**src/rtl/uart_rx_fifo_if.sv**
```systemverilog
// Bundle of the buart-facing ingest handshake and the CPU-facing pop/status port.
// master drives the byte source and pop/flush strobes; slave is the buffer itself.
interface uart_rx_fifo_if #(
    parameter int DEPTH_LOG2 = 4,
    parameter int DATA_WIDTH = 8
);
    logic                  uart_valid;
    logic [DATA_WIDTH-1:0] uart_data;
    logic                  uart_rd;
    logic                  cpu_rd;
    logic                  cpu_clr;
    logic [DATA_WIDTH-1:0] rdata;
    logic                  empty;
    logic                  full;
    logic [DEPTH_LOG2:0]   count;
    logic                  overflow;

    modport master (
        output uart_valid, uart_data, cpu_rd, cpu_clr,
        input  uart_rd, rdata, empty, full, count, overflow
    );

    modport slave (
        input  uart_valid, uart_data, cpu_rd, cpu_clr,
        output uart_rd, rdata, empty, full, count, overflow
    );
endinterface

```
**src/rtl/uart_rx_fifo.sv**
```systemverilog
// Receive byte buffer: ingests buart bytes via a 3-cycle IDLE/ACK/SETTLE handshake, pops into a registered rdata.
// Pop data appears the cycle after cpu_rd; bytes arriving while full are acknowledged, dropped and flagged in overflow.
module uart_rx_fifo #(
    parameter int DEPTH_LOG2 = 4,
    parameter int DATA_WIDTH = 8
) (
    input  logic           clk,
    input  logic           resetq,
    uart_rx_fifo_if.slave  bus
);
    localparam int DEPTH = 1 << DEPTH_LOG2;
    localparam logic [DEPTH_LOG2:0] LP_FULL = (DEPTH_LOG2 + 1)'(DEPTH);

    typedef enum logic [1:0] {
        ST_IDLE,
        ST_ACK,
        ST_SETTLE
    } state_t;

    state_t                r_state;
    state_t                w_state_nxt;
    logic [DATA_WIDTH-1:0] r_mem [DEPTH];
    logic [DEPTH_LOG2-1:0] r_wptr;
    logic [DEPTH_LOG2-1:0] r_rptr;
    logic [DEPTH_LOG2:0]   r_count;
    logic                  r_overflow;
    logic [DATA_WIDTH-1:0] r_rdata;

    logic w_empty;
    logic w_full;
    logic w_pop;
    logic w_take;
    logic w_push;
    logic w_drop;

    assign w_empty = (r_count == '0);
    assign w_full  = (r_count == LP_FULL);
    // Flush wins over everything, so it masks both pop and ingest.
    assign w_pop   = bus.cpu_rd && !w_empty && !bus.cpu_clr;
    assign w_take  = (r_state == ST_IDLE) && bus.uart_valid && !bus.cpu_clr;
    assign w_push  = w_take && (!w_full || w_pop);
    assign w_drop  = w_take && w_full && !w_pop;

    always_ff @(posedge clk or negedge resetq) begin
        if (!resetq) begin
            r_state <= ST_IDLE;
        end else begin
            r_state <= w_state_nxt;
        end
    end

    always_comb begin
        w_state_nxt = r_state;
        if (bus.cpu_clr) begin
            w_state_nxt = ST_IDLE;
        end else begin
            case (r_state)
                ST_IDLE:   if (bus.uart_valid) w_state_nxt = ST_ACK;
                ST_ACK:    w_state_nxt = ST_SETTLE;
                ST_SETTLE: w_state_nxt = ST_IDLE;
                default:   w_state_nxt = ST_IDLE;
            endcase
        end
    end

    // Storage has no reset so it maps onto distributed/block RAM.
    always_ff @(posedge clk) begin
        if (w_push) begin
            r_mem[r_wptr] <= bus.uart_data;
        end
    end

    always_ff @(posedge clk or negedge resetq) begin
        if (!resetq) begin
            r_wptr     <= '0;
            r_rptr     <= '0;
            r_count    <= '0;
            r_overflow <= 1'b0;
            r_rdata    <= '0;
        end else if (bus.cpu_clr) begin
            r_wptr     <= '0;
            r_rptr     <= '0;
            r_count    <= '0;
            r_overflow <= 1'b0;
        end else begin
            if (w_push) begin
                r_wptr <= r_wptr + 1'b1;
            end
            if (w_drop) begin
                r_overflow <= 1'b1;
            end
            if (bus.cpu_rd) begin
                if (w_pop) begin
                    r_rdata <= r_mem[r_rptr];
                    r_rptr  <= r_rptr + 1'b1;
                end else begin
                    r_rdata <= '0;
                end
            end
            case ({w_push, w_pop})
                2'b10:   r_count <= r_count + 1'b1;
                2'b01:   r_count <= r_count - 1'b1;
                default: r_count <= r_count;
            endcase
        end
    end

    assign bus.uart_rd  = (r_state == ST_ACK);
    assign bus.rdata    = r_rdata;
    assign bus.empty    = w_empty;
    assign bus.full     = w_full;
    assign bus.count    = r_count;
    assign bus.overflow = r_overflow;
endmodule
```
**src/flat_wrapper.sv**
```systemverilog
// flat-port wrapper written by rule: the top's interface ports become plain ports
module uart_rx_fifo_flat 
#(
    parameter int DEPTH_LOG2 = 4,
    parameter int DATA_WIDTH = 8
)
  (clk, resetq, bus_uart_valid, bus_uart_data, bus_cpu_rd, bus_cpu_clr, bus_uart_rd, bus_rdata, bus_empty, bus_full, bus_count, bus_overflow);
  uart_rx_fifo_if #(.DEPTH_LOG2(DEPTH_LOG2), .DATA_WIDTH(DATA_WIDTH)) bus_i ();
  input  logic clk;
  input  logic resetq;
  input wire logic [$bits(bus_i.uart_valid)-1:0] bus_uart_valid;
  input wire logic [$bits(bus_i.uart_data)-1:0] bus_uart_data;
  input wire logic [$bits(bus_i.cpu_rd)-1:0] bus_cpu_rd;
  input wire logic [$bits(bus_i.cpu_clr)-1:0] bus_cpu_clr;
  output wire logic [$bits(bus_i.uart_rd)-1:0] bus_uart_rd;
  output wire logic [$bits(bus_i.rdata)-1:0] bus_rdata;
  output wire logic [$bits(bus_i.empty)-1:0] bus_empty;
  output wire logic [$bits(bus_i.full)-1:0] bus_full;
  output wire logic [$bits(bus_i.count)-1:0] bus_count;
  output wire logic [$bits(bus_i.overflow)-1:0] bus_overflow;
  assign bus_i.uart_valid = bus_uart_valid;
  assign bus_i.uart_data = bus_uart_data;
  assign bus_i.cpu_rd = bus_cpu_rd;
  assign bus_i.cpu_clr = bus_cpu_clr;
  assign bus_uart_rd = bus_i.uart_rd;
  assign bus_rdata = bus_i.rdata;
  assign bus_empty = bus_i.empty;
  assign bus_full = bus_i.full;
  assign bus_count = bus_i.count;
  assign bus_overflow = bus_i.overflow;
  uart_rx_fifo #(.DEPTH_LOG2(DEPTH_LOG2), .DATA_WIDTH(DATA_WIDTH)) u_core (.clk(clk), .resetq(resetq), .bus(bus_i));
endmodule
```
**config.mk**
```make
export PLATFORM = sky130hd
export DESIGN_NAME = uart_rx_fifo_flat
export DESIGN_NICKNAME = d
export VERILOG_FILES = /design/src/rtl/uart_rx_fifo_if.sv /design/src/rtl/uart_rx_fifo.sv /design/src/flat_wrapper.sv
export SDC_FILE = /design/constraint.sdc
export NUM_CORES = 1
export LEC_CHECK = 0
export CAP_MARGIN = 15
export CORE_MARGIN = 10
export CORE_UTILIZATION = 45
export DETAILED_ROUTE_END_ITERATION = 6
export GPL_TIMING_DRIVEN = 0
export MAX_ROUTING_LAYER = met4
export PLACE_DENSITY = 0.75
export SLEW_MARGIN = 5
export SYNTH_ARGS = -nofsm -noshare
export SYNTH_HDL_FRONTEND = slang
export SYNTH_SLANG_ARGS = --single-unit
```
**constraint.sdc**
```tcl
create_clock -name clk -period 2.7 [get_ports clk]
set_input_delay 0.54 -clock clk [delete_from_list [all_inputs] [get_ports clk]]
set_output_delay 0.54 -clock clk [all_outputs]
set_load 0.05 [all_outputs]
```
==> impl_results.html, run 1 <==
<table>
<tr><th>Metric</th><th>Value</th></tr>
<tr><th colspan="2">Status</th></tr>
<tr><td>Status</td><td>finished, final reports clean</td></tr>
<tr><th colspan="2">Synth</th></tr>
<tr><td>Area of the mapped netlist</td><td>6420 sq um</td></tr>
<tr><td>Number of different library cells in the post-synthesis netlist</td><td>49</td></tr>
<tr><td>Yosys warning total</td><td>0</td></tr>
<tr><td>Synthesized Nets</td><td>between 400 and 500</td></tr>
<tr><td>Share of async-settable or async-resettable flops after synthesis</td><td>0.158</td></tr>
<tr><td>Fraction of synthesized cell area taken by the top area cell type</td><td>0.599</td></tr>
<tr><td>Flip-flop and latch count after synthesis</td><td>~150</td></tr>
<tr><td>Most frequent cell after synthesis</td><td>sky130_fd_sc_hd__edfxtp_1</td></tr>
<tr><td>List of most frequent post-synthesis cells</td><td>sky130_fd_sc_hd__edfxtp_1, sky130_fd_sc_hd__mux2i_1, sky130_fd_sc_hd__nor2_1</td></tr>
<tr><td>Mean Syn Cell Area</td><td>15.6 sq um</td></tr>
<tr><td>Largest area contributor in the netlist</td><td>sky130_fd_sc_hd__edfxtp_1</td></tr>
<tr><td>Sequential area share after synthesis</td><td>0.692</td></tr>
<tr><td>Dominant cells by area after synthesis</td><td>sky130_fd_sc_hd__edfxtp_1, sky130_fd_sc_hd__dfrtp_1, sky130_fd_sc_hd__mux2i_1</td></tr>
<tr><td>Synthesized netlist cell count</td><td>411</td></tr>
<tr><td>Top FF cell, synth</td><td>sky130_fd_sc_hd__edfxtp_1</td></tr>
<tr><td>Number of enable flip-flop cells after synthesis</td><td>around 130</td></tr>
<tr><th colspan="2">Critical path</th></tr>
<tr><td>FF-to-FF End</td><td>u_core.bus.count[4]$_DFFE_PN0P_</td></tr>
<tr><td>Critical path data arrival time</td><td>2.95 ns</td></tr>
<tr><td>Start point of the critical path</td><td>bus_uart_valid</td></tr>
<tr><td>Sort of element at the start of the critical path</td><td>input port</td></tr>
<tr><td>Classification of the worst setup path</td><td>in -&gt; reg</td></tr>
<tr><td>Critical path capture point</td><td>u_core.bus.count[4]$_DFFE_PN0P_</td></tr>
<tr><td>Crit Reg-Reg Startpoint</td><td>u_core.r_state[1]$_DFFE_PN0P_</td></tr>
<tr><td>Sort of element at the end of the critical path</td><td>flip-flop</td></tr>
<tr><td>Length in cells of the worst reg-to-reg path</td><td>9</td></tr>
<tr><td>Critical path data required time</td><td>3.02 ns</td></tr>
<tr><td>R2R setup slack</td><td>0.21 ns</td></tr>
<tr><td>Largest driver fanout on the critical path</td><td>8</td></tr>
<tr><th colspan="2">Detailed routing</th></tr>
<tr><td>First DRT Iteration DRCs</td><td>371</td></tr>
<tr><td>Number of detailed-route iterations in the first pass</td><td>7</td></tr>
<tr><td>Final routed wire length divided by cell count</td><td>between 20 and 25 um</td></tr>
<tr><td>DRC violations left</td><td>0</td></tr>
<tr><td>Antenna-violating nets left</td><td>0</td></tr>
<tr><td>Total via count in the routed design</td><td>3645</td></tr>
<tr><td>Total Routed Length</td><td>13800 um</td></tr>
<tr><td>Post-detailed-route via-to-cell ratio</td><td>5.55</td></tr>
<tr><th colspan="2">Die</th></tr>
<tr><td>Die extent in x</td><td>139 um</td></tr>
<tr><td>Count of pins on the block boundary</td><td>30</td></tr>
<tr><td>Height of the die</td><td>139 um</td></tr>
<tr><td>Row count</td><td>43</td></tr>
<tr><td>Die footprint</td><td>19400 sq um</td></tr>
<tr><td>Initial core utilization</td><td>0.461</td></tr>
<tr><td>Floorplan core area</td><td>between 10000 and 15000 sq um</td></tr>
<tr><th colspan="2">CTS</th></tr>
<tr><td>Largest buffer count on any clock path</td><td>2</td></tr>
<tr><td>CTS tree</td><td>built</td></tr>
<tr><td>Clock transition at path regs</td><td>approximately 0.060 ns</td></tr>
<tr><td>Number of buffers created by CTS</td><td>17</td></tr>
<tr><td>Later-pin clock latency in the skew report</td><td>0.42 ns</td></tr>
<tr><td>TritonCTS Sinks</td><td>152</td></tr>
<tr><td>Total of hold buffers inserted after clock tree synthesis</td><td>0</td></tr>
<tr><td>CTS root buf</td><td>sky130_fd_sc_hd__clkbuf_16</td></tr>
<tr><td>H-Tree Level Count</td><td>4</td></tr>
<tr><th colspan="2">Global routing</th></tr>
<tr><td>Global-route total usage across every layer</td><td>0.145</td></tr>
<tr><td>Global-route wire length before repair</td><td>between 20000 and 25000 um</td></tr>
<tr><td>Number of antenna violations at the first check in global routing</td><td>0</td></tr>
<tr><td>Maximum number of pins on one net before global-route repair</td><td>17</td></tr>
<tr><td>Overall overflow remaining after global route</td><td>0</td></tr>
<tr><td>Via count of the first global-routing pass</td><td>3691</td></tr>
<tr><th colspan="2">Final layout</th></tr>
<tr><td>Layout cells sized above 1</td><td>0.178</td></tr>
<tr><td>Final Net Count</td><td>486</td></tr>
<tr><td>Layout filler cell count</td><td>between 1k and 1.5k</td></tr>
<tr><td>Area overhead of the layout relative to synthesis</td><td>20.1%</td></tr>
<tr><td>Antenna Diode Count</td><td>0</td></tr>
<tr><td>Post-Layout Cell Count</td><td>657</td></tr>
<tr><td>Utilization of the core after routing</td><td>0.553</td></tr>
<tr><th colspan="2">Power</th></tr>
<tr><td>Total design power</td><td>7230 uW</td></tr>
<tr><td>Power share of the combinational group</td><td>0.272</td></tr>
<tr><td>Power share of the sequential group</td><td>0.382</td></tr>
<tr><td>Leakage dissipation</td><td>about 0.0027 uW</td></tr>
<tr><td>Clock Power Share</td><td>0.346</td></tr>
<tr><td>Maximum ir drop on the vdd rail</td><td>0.631 mV</td></tr>
<tr><td>Switching part of the total</td><td>0.301</td></tr>
<tr><td>P per Cell Area</td><td>938 nW/um^2</td></tr>
<tr><td>Cell-internal power</td><td>5060 uW</td></tr>
<tr><td>Psw</td><td>2180 uW</td></tr>
<tr><th colspan="2">Hold path</th></tr>
<tr><td>Worst min-delay path class</td><td>in -&gt; async</td></tr>
<tr><th colspan="2">Timing</th></tr>
<tr><td>Final min period</td><td>2.63 ns</td></tr>
<tr><td>Transition time of the tightest slew-check pin</td><td>0.720 ns</td></tr>
<tr><td>Max Fclk</td><td>0.380 GHz</td></tr>
<tr><td>Setup Viol. Count Final</td><td>0</td></tr>
<tr><td>Crit share post-route</td><td>0.975</td></tr>
<tr><td>Worst Slack Setup Final</td><td>0.0688 ns</td></tr>
<tr><td>Worst clock skew</td><td>between 0.01 and 0.015 ns</td></tr>
<tr><td>Max-slew violation total from the final report</td><td>0</td></tr>
<tr><td>Worst max-slew margin expressed relative to the limit</td><td>0.518</td></tr>
<tr><td>Setup repair after global routing missed its margin</td><td>true</td></tr>
<tr><td>Final hold violations</td><td>0</td></tr>
<tr><td>Worst Hold Margin</td><td>around 0.45 ns</td></tr>
<tr><th colspan="2">Place</th></tr>
<tr><td>Number of placed instances with taps included</td><td>620</td></tr>
<tr><td>Total half-perimeter wirelength after legalization and detailed placement</td><td>just over 9000 um</td></tr>
<tr><td>PortBufs</td><td>28</td></tr>
<tr><td>Post-place setup slack</td><td>-0.890 ns</td></tr>
<tr><td>Placer congestion estimate</td><td>0.816</td></tr>
<tr><th colspan="2">Flow run</th></tr>
<tr><td>Maximum Capacitance Violations</td><td>0</td></tr>
</table>
-- through the flow --
| step | area (sq um) | setup TNS (ns) |
|---|---|---|
| finish | 7710 | 0 |
| global route | 7710 | -1.22 |
| CTS | 7660 | 0 |
| detailed placement | 6960 | -78.20 |
| global placement | 6940 | -71.45 |
| floorplan | 6430 | 0 |
-- flip-flops by register name (all words and copies together), names as in the netlist --
register	flops
u_core.bus.count	5
u_core.r_wptr	4
u_core.r_mem	128
u_core.r_state	2
u_core.bus.rdata	8
u_core.bus.overflow	1
u_core.r_rptr	4
-- cell families after synthesis --
logic type / count (synthesis) / synth area share
compound gates: 49 / 0.0573
xor+xnor: 6 / 0.0111
fa+ha+maj: 9 / 0.0187
buf+inv: 35 / 0.0269
flops: 152 / 0.692
mux: 65 / 0.118
simple gates: 95 / 0.0762
-- per-layer routing --
layer,up-vias,global-route usage,share of wire
li1,1672,-,-
met1,1855,0.183,0.44
met2,107,0.232,0.50
met3,11,0.0361,0.050
met4,0,0.0346,0.0089
met5,-,-,0
-- power groups by stage --
stage / Combinational, uW / Clock, uW / Sequential (uW)
final: 1970 / 2500 / 2760
after global routing: 2090 / 2620 / 2780
after CTS: 1930 / 2520 / 2760
after detailed placement: 1880 / 0 / 2810
after global placement: 1840 / 0 / 2800
after floorplan: 1080 / 0 / 3070
-- placed cells by master, fill, tap and decap left out, drive strengths merged, types with 5 or more instances in the layout --
cell / Yosys / layout
edfxtp: 128 / 128
buf: 13 / 20
nor2: 32 / 32
o22ai: 11 / 11
clkinv: 1 / 5
mux2i: 54 / 54
dfrtp: 24 / 24
mux4: 8 / 8
inv: 13 / 14
and2: 13 / 13
ha: 8 / 8
clkbuf: 8 / 30
o41ai: 5 / 5
o22a: 5 / 5
a21oi: 6 / 6
clkdlybuf4s50: 0 / 26
o21ai: 5 / 5
nand2: 22 / 22
-- layout make-up --
class | instances | area (sq um) | area share
clock buffers | 22 | 464 | 0.0602
clock inverters | 10 | 168 | 0.0217
flip-flops and latches | 152 | 4450 | 0.577
well taps | 180 | 225 | 0.0292
plain buffers | 20 | 103 | 0.0133
multi-input cells | 224 | 1900 | 0.247
inverters | 14 | 65.1 | 0.00844
repair buffers | 35 | 337 | 0.0437
-- worst max-delay path, stage by stage --
cell and delay [ns]:
sky130_fd_sc_hd__clkdlybuf4s50_1 0.45, sky130_fd_sc_hd__or4b_4 0.45, sky130_fd_sc_hd__buf_6 0.17, sky130_fd_sc_hd__nand2_1 0.10
sky130_fd_sc_hd__inv_1 0.09, sky130_fd_sc_hd__ha_1 0.32, sky130_fd_sc_hd__nand2b_1 0.12, sky130_fd_sc_hd__a21oi_1 0.10
sky130_fd_sc_hd__or4_1 0.42, sky130_fd_sc_hd__a31oi_2 0.20
-- timing repair --
| action | 4_1_cts | 5_1_grt |
|---|---|---|
| setup endpoints to repair | 130 | 101 |
| setup buffers | 1 | 5 |
| resized for setup | 22 | 7 |
| pin swaps | 1 | 2 |
-- worst min-delay path by stage --
stage | startpoint | to | slack [ns]
2_1_floorplan | resetq | u_core.bus.count[0]$_DFFE_PN0P_ | 0.24
3_3_place_gp | u_core.bus.overflow$_DFFE_PN0P_ | u_core.bus.overflow$_DFFE_PN0P_ | 0.49
3_5_place_dp | u_core.bus.overflow$_DFFE_PN0P_ | u_core.bus.overflow$_DFFE_PN0P_ | 0.50
4_1_cts | resetq | u_core.r_wptr[3]$_DFFE_PN0P_ | 0.46
5_1_grt | resetq | u_core.r_wptr[3]$_DFFE_PN0P_ | 0.47
6_report | resetq | u_core.r_wptr[2]$_DFFE_PN0P_ | 0.45
Note: power is estimated with default switching activity, not from simulation.
==> run 2: changes to the inputs <==
- SKIP_CTS_REPAIR_TIMING: unset -> 1
==> run 2 against run 1 <==
Compared with the run above: combinational power decreased by 3%; clock-buffer cell count is the same; sequential cell count unchanged; power shrank 0.82%; cell count shrank 0.46%; largest power group unchanged.
==> impl_results.html, run 2 (same netlist as run 1, synthesis figures left out) <==
<table>
<tr><th>Metric</th><th>Value</th></tr>
<tr><th colspan="2">Timing</th></tr>
<tr><td>Sum Neg Setup Slack</td><td>0 ns (unchanged)</td></tr>
<tr><td>Setup Viol. Count Final</td><td>0 (unchanged)</td></tr>
<tr><td>Transition time of the tightest slew-check pin</td><td>0.716 ns (-0.00416 ns)</td></tr>
<tr><td>Worst max-slew margin expressed relative to the limit</td><td>0.521 (+0.00278)</td></tr>
<tr><td>Max-slew violation total from the final report</td><td>0 (unchanged)</td></tr>
<tr><td>Worst clock skew</td><td>0.0111 ns (-0.0000922 ns)</td></tr>
<tr><td>Max Fclk</td><td>0.377 GHz (-0.72%)</td></tr>
<tr><td>Final min period</td><td>2.65 ns (+0.0192 ns)</td></tr>
<tr><td>Setup repair after global routing missed its margin</td><td>true</td></tr>
<tr><td>Final hold violations</td><td>0 (unchanged)</td></tr>
<tr><td>Crit share post-route</td><td>0.982 (+0.00710)</td></tr>
<tr><th colspan="2">Die</th></tr>
<tr><td>Die footprint</td><td>19400 sq um (unchanged)</td></tr>
<tr><td>Initial core utilization</td><td>0.461 (unchanged)</td></tr>
<tr><td>Height of the die</td><td>139 um (unchanged)</td></tr>
<tr><td>Die extent in x</td><td>139 um (unchanged)</td></tr>
<tr><td>Row count</td><td>43 (unchanged)</td></tr>
<tr><td>Floorplan core area</td><td>13900 sq um (unchanged)</td></tr>
<tr><td>Count of pins on the block boundary</td><td>30 (unchanged)</td></tr>
<tr><th colspan="2">Detailed routing</th></tr>
<tr><td>Antenna-violating nets left</td><td>0 (unchanged)</td></tr>
<tr><td>First DRT Iteration DRCs</td><td>349 (-5.9%)</td></tr>
<tr><td>Total Routed Length</td><td>13900 um (+0.34%)</td></tr>
<tr><td>Post-detailed-route via-to-cell ratio</td><td>5.54 (-0.12%)</td></tr>
<tr><td>DRC violations left</td><td>0 (unchanged)</td></tr>
<tr><td>Number of detailed-route iterations in the first pass</td><td>5 (-2)</td></tr>
<tr><td>Final routed wire length divided by cell count</td><td>21.2 um (+0.80%)</td></tr>
<tr><td>Total via count in the routed design</td><td>3624 (-0.58%)</td></tr>
<tr><th colspan="2">CTS</th></tr>
<tr><td>H-Tree Level Count</td><td>4 (unchanged)</td></tr>
<tr><td>Largest buffer count on any clock path</td><td>2 (unchanged)</td></tr>
<tr><td>TritonCTS Sinks</td><td>152 (unchanged)</td></tr>
<tr><td>Clock transition at path regs</td><td>0.06 ns (about the same)</td></tr>
<tr><td>Later-pin clock latency in the skew report</td><td>0.41 ns (about the same)</td></tr>
<tr><td>CTS root buf</td><td>sky130_fd_sc_hd__clkbuf_16</td></tr>
<tr><td>CTS tree</td><td>built</td></tr>
<tr><td>Number of buffers created by CTS</td><td>17 (unchanged)</td></tr>
<tr><th colspan="2">Final layout</th></tr>
<tr><td>Antenna Diode Count</td><td>0 (unchanged)</td></tr>
<tr><td>Leading cell type in the layout, fill and taps excluded</td><td>sky130_fd_sc_hd__edfxtp_1</td></tr>
<tr><td>Final Net Count</td><td>483 (-0.62%)</td></tr>
<tr><td>Top register by number of flip-flops</td><td>u_core.r_mem</td></tr>
<tr><td>Post-Layout Cell Count</td><td>654 (-0.46%)</td></tr>
<tr><td>Leading cell types in the layout, fill and taps excluded</td><td>sky130_fd_sc_hd__edfxtp_1, sky130_fd_sc_hd__mux2i_1, sky130_fd_sc_hd__nor2_1, sky130_fd_sc_hd__clkdlybuf4s50_1</td></tr>
<tr><td>Number of flip-flops in the largest register</td><td>128 (unchanged)</td></tr>
<tr><td>Layout filler cell count</td><td>1035 (unchanged)</td></tr>
<tr><td>Area overhead of the layout relative to synthesis</td><td>19.8%</td></tr>
<tr><td>Layout cells sized above 1</td><td>0.175 (-0.00309)</td></tr>
<tr><th colspan="2">Place</th></tr>
<tr><td>Number of placed instances with taps included</td><td>620 (unchanged)</td></tr>
<tr><td>PortBufs</td><td>28 (unchanged)</td></tr>
<tr><td>Placer congestion estimate</td><td>0.816 (unchanged)</td></tr>
<tr><td>Total half-perimeter wirelength after legalization and detailed placement</td><td>9100 um (unchanged)</td></tr>
<tr><th colspan="2">Power</th></tr>
<tr><td>Maximum ir drop on the vdd rail</td><td>0.627 mV (-0.72%)</td></tr>
<tr><td>Power share of the combinational group</td><td>0.266 (-0.006)</td></tr>
<tr><td>Switching part of the total</td><td>0.302 (+0.000796)</td></tr>
<tr><td>P per Cell Area</td><td>933 nW/um^2 (-0.57%)</td></tr>
<tr><td>Cell-internal power</td><td>5010 uW (-0.93%)</td></tr>
<tr><td>Clock Power Share</td><td>0.349 (+0.003)</td></tr>
<tr><td>Psw</td><td>2170 uW (-0.55%)</td></tr>
<tr><td>Leakage dissipation</td><td>0.00267 uW (-1.0%)</td></tr>
<tr><td>Power share of the sequential group</td><td>0.386 (+0.004)</td></tr>
<tr><th colspan="2">Critical path</th></tr>
<tr><td>Sort of element at the start of the critical path</td><td>flip-flop</td></tr>
<tr><td>Critical path data required time</td><td>3.02 ns (about the same)</td></tr>
<tr><td>Largest driver fanout on the critical path</td><td>6 (-2)</td></tr>
<tr><td>Critical path data arrival time</td><td>2.97 ns (+0.02 ns)</td></tr>
<tr><td>R2R setup slack</td><td>0.05 ns (-0.16 ns)</td></tr>
<tr><td>Sort of element at the end of the critical path</td><td>flip-flop</td></tr>
<tr><td>Classification of the worst setup path</td><td>reg -&gt; reg</td></tr>
<tr><th colspan="2">Global routing</th></tr>
<tr><td>Global-route total usage across every layer</td><td>0.145 (-0.000669)</td></tr>
<tr><td>Number of antenna violations at the first check in global routing</td><td>0 (unchanged)</td></tr>
<tr><td>Maximum number of pins on one net before global-route repair</td><td>17 (unchanged)</td></tr>
<tr><td>Via count of the first global-routing pass</td><td>3654 (-1.0%)</td></tr>
<tr><td>Overall overflow remaining after global route</td><td>0 (unchanged)</td></tr>
<tr><td>Global-route wire length before repair</td><td>21200 um (-0.62%)</td></tr>
<tr><th colspan="2">Flow run</th></tr>
<tr><td>Maximum Capacitance Violations</td><td>0 (unchanged)</td></tr>
<tr><th colspan="2">Status</th></tr>
<tr><td>Status</td><td>finished, final reports clean</td></tr>
<tr><th colspan="2">Hold path</th></tr>
<tr><td>Worst min-delay path class</td><td>in -&gt; async</td></tr>
</table>
-- run 2: path summary, 6_finish.rpt --
kind | cells after the start | endpoint | startpoint
worst max-delay path | 9 | u_core.bus.count[4]$_DFFE_PN0P_ | u_core.bus.count[2]$_DFFE_PN0P_
worst min-delay path | 1 | u_core.r_wptr[2]$_DFFE_PN0P_ | resetq
worst max register to register | 9 | u_core.bus.count[4]$_DFFE_PN0P_ | u_core.bus.count[2]$_DFFE_PN0P_
worst min register to register | 1 | u_core.bus.overflow$_DFFE_PN0P_ | u_core.bus.overflow$_DFFE_PN0P_
max in group asynchronous | 2 | u_core.bus.count[2]$_DFFE_PN0P_ | resetq
min in group clk | 1 | u_core.bus.overflow$_DFFE_PN0P_ | u_core.bus.overflow$_DFFE_PN0P_
-- run 2: final cells by class --
class / count / area [sq um] / area share
plain buffers: 20 / 103 / 0.0133
clock buffers: 22 / 464 / 0.0604
clock inverters: 10 / 168 / 0.0218
inverters: 14 / 65.1 / 0.00846
multi-input cells: 224 / 1910 / 0.248
flip-flops and latches: 152 / 4450 / 0.578
well taps: 180 / 225 / 0.0293
repair buffers: 32 / 308 / 0.0400
-- run 2: routing by layer --
metal	global-route usage	vias to the layer above	share of wire	wire (um)
li1	-	1664	-	-
met4	0.0329	0	0.012	168
met1	0.182	1852	0.44	6180
met2	0.232	97	0.50	6960
met3	0.0354	11	0.042	585
met5	-	-	0	0
-- run 2: per-stage QoR --
stage | hold WS [ns] | worst slack, ns | power (uW) | area (sq um) | utilization
2_1_floorplan | 0.244 | 0.0250 | 4150 | 6430 | -
3_3_place_gp | 0.493 | -0.806 | 4650 | 6940 | 0.498
3_5_place_dp | 0.496 | -0.890 | 4700 | 6960 | 0.499
4_1_cts | 0.464 | -0.463 | 7180 | 7590 | 0.544
5_1_grt | 0.475 | -0.0970 | 7440 | 7690 | 0.552
6_report | 0.460 | 0.0496 | 7170 | 7690 | 0.552
-- run 2: power groups by stage --
stage	combinational (uW)	sequential (uW)	clock, uW
finish	1910	2770	2500
global route	2030	2780	2620
CTS	1890	2760	2520
detailed placement	1880	2810	0
global placement	1840	2800	0
floorplan	1080	3070	0
-- run 2: worst max-delay path: stages (launching register included) --
cell and delay, ns:
sky130_fd_sc_hd__dfrtp_2 0.45, sky130_fd_sc_hd__nor4_4 0.61, sky130_fd_sc_hd__a211oi_4 0.14, sky130_fd_sc_hd__nand2_2 0.12, sky130_fd_sc_hd__inv_1 0.09, sky130_fd_sc_hd__ha_1 0.32
sky130_fd_sc_hd__nand2b_1 0.12, sky130_fd_sc_hd__a21oi_1 0.11, sky130_fd_sc_hd__or4_1 0.43, sky130_fd_sc_hd__a31oi_2 0.17
==> run 3: changes to the inputs <==
- CORE_UTILIZATION: 45 -> 54
- CTS_CLUSTER_SIZE: unset -> 30
- PLACE_DENSITY: 0.75 -> 0.85
==> run 3 against run 2 <==
Compared with the run above: the run now ends with setup timing left; setup slack got worse by 0.11 ns; sequential share of layout area grew 1.1 points; clock power decreased by 11%; worst hold slack gained 0.034 ns; first-iteration DRC count rose by 52%; register-to-register slack improved by 0.14 ns; maximum frequency fell by 4.2%; clock-buffer cell count fell by 2; power shrank 3.4%; die area fell by 14%; routed wire length down 1.0%; non-clock buffer count is the same; largest power group unchanged; highest routed layer unchanged.
==> impl_results.html, run 3 (same netlist as run 1, synthesis figures left out) <==
<table>
<tr><th>Metric</th><th>Value</th></tr>
<tr><th colspan="2">Critical path</th></tr>
<tr><td>Largest driver fanout on the critical path</td><td>10 (+4)</td></tr>
<tr><td>Family of cells with the greatest summed delay on the critical path</td><td>buffers and inverters</td></tr>
<tr><td>Sort of element at the end of the critical path</td><td>flip-flop</td></tr>
<tr><td>Cell with the largest stage delay on the worst path</td><td>sky130_fd_sc_hd__clkdlybuf4s50_1</td></tr>
<tr><td>Sort of element at the start of the critical path</td><td>input port</td></tr>
<tr><td>Highest cell delay on the worst timing path</td><td>0.63 ns (+0.02 ns)</td></tr>
<tr><td>Critical path data arrival time</td><td>2.81 ns (-0.16 ns)</td></tr>
<tr><td>Critical path data required time</td><td>2.74 ns (-0.28 ns)</td></tr>
<tr><td>Ordered cell list for the critical path</td><td>clkdlybuf4s50_1, nand2b_1, clkbuf_1, a31oi_4, nand3b_1, nor2_1</td></tr>
<tr><td>Classification of the worst setup path</td><td>in -&gt; reg</td></tr>
<tr><td>Count of buffer and inverter cells on the critical path</td><td>2 (+1)</td></tr>
<tr><th colspan="2">Final layout</th></tr>
<tr><td>Utilization of the core after routing</td><td>0.654 (+0.103)</td></tr>
<tr><td>Multi-input combinational cell area</td><td>1860 sq um (-2.7%)</td></tr>
<tr><td>Layout cells sized above 1</td><td>0.158 (-0.0169)</td></tr>
<tr><td>Antenna Diode Count</td><td>0 (unchanged)</td></tr>
<tr><td>Number of flip-flops in the largest register</td><td>128 (unchanged)</td></tr>
<tr><td>Register Area</td><td>4450 sq um (about the same)</td></tr>
<tr><td>Leading cell type in the layout, fill and taps excluded</td><td>sky130_fd_sc_hd__edfxtp_1</td></tr>
<tr><td>Area overhead of the layout relative to synthesis</td><td>17.4%</td></tr>
<tr><td>Top register by number of flip-flops</td><td>u_core.r_mem</td></tr>
<tr><td>Final Net Count</td><td>483 (unchanged)</td></tr>
<tr><td>Layout filler cell count</td><td>739 (-29%)</td></tr>
<tr><td>Leading cell types in the layout, fill and taps excluded</td><td>sky130_fd_sc_hd__edfxtp_1, sky130_fd_sc_hd__mux2i_1, sky130_fd_sc_hd__nor2_1, sky130_fd_sc_hd__clkdlybuf4s50_1, sky130_fd_sc_hd__dfrtp_1</td></tr>
<tr><td>Final instance area</td><td>7540 sq um (-2.0%)</td></tr>
<tr><th colspan="2">Place</th></tr>
<tr><td>PortBufs</td><td>28 (unchanged)</td></tr>
<tr><td>Dpl cell area</td><td>6890 sq um (-0.88%)</td></tr>
<tr><td>Placer congestion estimate</td><td>0.828 (+1.5%)</td></tr>
<tr><td>Total half-perimeter wirelength after legalization and detailed placement</td><td>8940 um (-1.7%)</td></tr>
<tr><td>Post-place setup slack</td><td>-0.860 ns (+0.0305 ns)</td></tr>
<tr><th colspan="2">Timing</th></tr>
<tr><td>Final min period</td><td>2.77 ns (+0.115 ns)</td></tr>
<tr><td>Sum Neg Setup Slack</td><td>-1.33 ns (-1.33 ns)</td></tr>
<tr><td>Setup Viol. Count Final</td><td>24 (+24)</td></tr>
<tr><td>Worst max-slew margin expressed relative to the limit</td><td>0.507 (-0.0139)</td></tr>
<tr><td>Max Fclk</td><td>0.362 GHz (-4.2%)</td></tr>
<tr><td>Final hold violations</td><td>0 (unchanged)</td></tr>
<tr><td>Max-slew violation total from the final report</td><td>0 (unchanged)</td></tr>
<tr><td>Worst Slack Setup Final</td><td>-0.0652 ns (-0.115 ns)</td></tr>
<tr><td>Transition time of the tightest slew-check pin</td><td>0.737 ns (+0.0207 ns)</td></tr>
<tr><td>Worst clock skew</td><td>0.00903 ns (-0.00210 ns)</td></tr>
<tr><td>Setup repair after global routing missed its margin</td><td>true</td></tr>
<tr><td>Crit share post-route</td><td>1.02 (+0.0425)</td></tr>
<tr><th colspan="2">Flow run</th></tr>
<tr><td>Maximum Capacitance Violations</td><td>0 (unchanged)</td></tr>
<tr><th colspan="2">Power</th></tr>
<tr><td>Maximum ir drop on the vdd rail</td><td>0.468 mV (-25%)</td></tr>
<tr><td>P per Cell Area</td><td>919 nW/um^2 (-1.5%)</td></tr>
<tr><td>Leakage dissipation</td><td>0.00263 uW (-1.6%)</td></tr>
<tr><th colspan="2">Status</th></tr>
<tr><td>Violated checks</td><td>setup timing</td></tr>
<tr><td>Status</td><td>complete, but fails checks</td></tr>
<tr><th colspan="2">Global routing</th></tr>
<tr><td>Global-route wire length before repair</td><td>21300 um (+0.62%)</td></tr>
<tr><td>Number of antenna violations at the first check in global routing</td><td>0 (unchanged)</td></tr>
<tr><td>Overall overflow remaining after global route</td><td>0 (unchanged)</td></tr>
<tr><td>Maximum number of pins on one net before global-route repair</td><td>25 (+8)</td></tr>
<tr><td>Global-route total usage across every layer</td><td>0.178 (+0.0330)</td></tr>
<tr><td>Via count of the first global-routing pass</td><td>3726 (+2.0%)</td></tr>
<tr><th colspan="2">Detailed routing</th></tr>
<tr><td>Antenna-violating nets left</td><td>0 (unchanged)</td></tr>
<tr><td>Final routed wire length divided by cell count</td><td>22.3 um (+4.9%)</td></tr>
<tr><td>Number of detailed-route iterations in the first pass</td><td>6 (+1)</td></tr>
<tr><td>Post-detailed-route via-to-cell ratio</td><td>6.09 (+9.9%)</td></tr>
<tr><td>DRC violations left</td><td>0 (unchanged)</td></tr>
<tr><td>Total via count in the routed design</td><td>3757 (+3.7%)</td></tr>
<tr><td>First DRT Iteration DRCs</td><td>531 (+52%)</td></tr>
<tr><td>Total Routed Length</td><td>13700 um (-1.0%)</td></tr>
<tr><th colspan="2">CTS</th></tr>
<tr><td>CTS root buf</td><td>sky130_fd_sc_hd__clkbuf_16</td></tr>
<tr><td>TritonCTS Sinks</td><td>152 (unchanged)</td></tr>
<tr><td>Clock transition at path regs</td><td>0.06 ns (about the same)</td></tr>
<tr><td>Largest buffer count on any clock path</td><td>2 (unchanged)</td></tr>
<tr><td>Number of buffers created by CTS</td><td>17 (unchanged)</td></tr>
<tr><td>H-Tree Level Count</td><td>4 (unchanged)</td></tr>
<tr><td>CTS tree</td><td>built</td></tr>
<tr><td>Later-pin clock latency in the skew report</td><td>0.42 ns (about the same)</td></tr>
<tr><th colspan="2">Die</th></tr>
<tr><td>Die footprint</td><td>16700 sq um (-14%)</td></tr>
<tr><td>Count of pins on the block boundary</td><td>30 (unchanged)</td></tr>
<tr><td>Initial core utilization</td><td>0.557 (+0.0968)</td></tr>
<tr><td>Height of the die</td><td>129 um (-7.5%)</td></tr>
<tr><td>Die extent in x</td><td>129 um (-7.5%)</td></tr>
<tr><td>Floorplan core area</td><td>11500 sq um (-17%)</td></tr>
<tr><td>Row count</td><td>39 (-9.3%)</td></tr>
<tr><th colspan="2">Hold path</th></tr>
<tr><td>Worst min-delay path class</td><td>in -&gt; async</td></tr>
</table>
-- run 3: worst paths after layout --
| path | from | endpoint | slack (ns) | cells past startpoint |
|---|---|---|---|---|
| worst max register to register | u_core.r_state[1]$_DFFE_PN0P_ | u_core.r_mem[5][2]$_DFFE_PP_ | 0.19 | 5 |
| worst min register to register | u_core.bus.overflow$_DFFE_PN0P_ | u_core.bus.overflow$_DFFE_PN0P_ | 0.52 | 1 |
| max in group asynchronous | resetq | u_core.bus.count[3]$_DFFE_PN0P_ | 1.72 | 2 |
| min in group clk | u_core.bus.overflow$_DFFE_PN0P_ | u_core.bus.overflow$_DFFE_PN0P_ | 0.52 | 1 |
| worst max-delay path | bus_cpu_rd | u_core.r_mem[5][2]$_DFFE_PP_ | -0.07 | 6 |
| worst min-delay path | resetq | u_core.bus.overflow$_DFFE_PN0P_ | 0.49 | 1 |
-- run 3: per-stage QoR --
step	power, uW	hold WS (ns)	cells
after CTS	6900	0.520	614
after floorplan	4150	0.244	411
after global routing	7190	0.502	617
after global placement	4640	0.483	582
after detailed placement	4690	0.492	582
final	6930	0.493	617
-- run 3: power breakdown --
part / switching [uW] / internal [uW] / total (uW) / leakage, uW
Sequential: 113 / 2660 / 2770 / 0.00147
Combinational: 1170 / 769 / 1940 / 0.000894
Clock: 888 / 1330 / 2220 / 0.000268
-- run 3: final cells by class --
cell class | count | area share
Multi-Input combinational cell | 224 | 0.247
Buffer | 20 | 0.0136
Sequential cell | 152 | 0.590
Inverter | 14 | 0.00863
Clock inverter | 12 | 0.0133
Timing Repair Buffer | 32 | 0.0425
Tap cell | 143 | 0.0237
Clock buffer | 20 | 0.0619
-- run 3: per-layer routing --
metal / part of all wire / wire length (um) / GRT usage
met5: 0 / 0 / -
met4: 0.032 / 437 / 0.0789
met3: 0.081 / 1110 / 0.0347
met2: 0.49 / 6730 / 0.276
met1: 0.40 / 5470 / 0.224
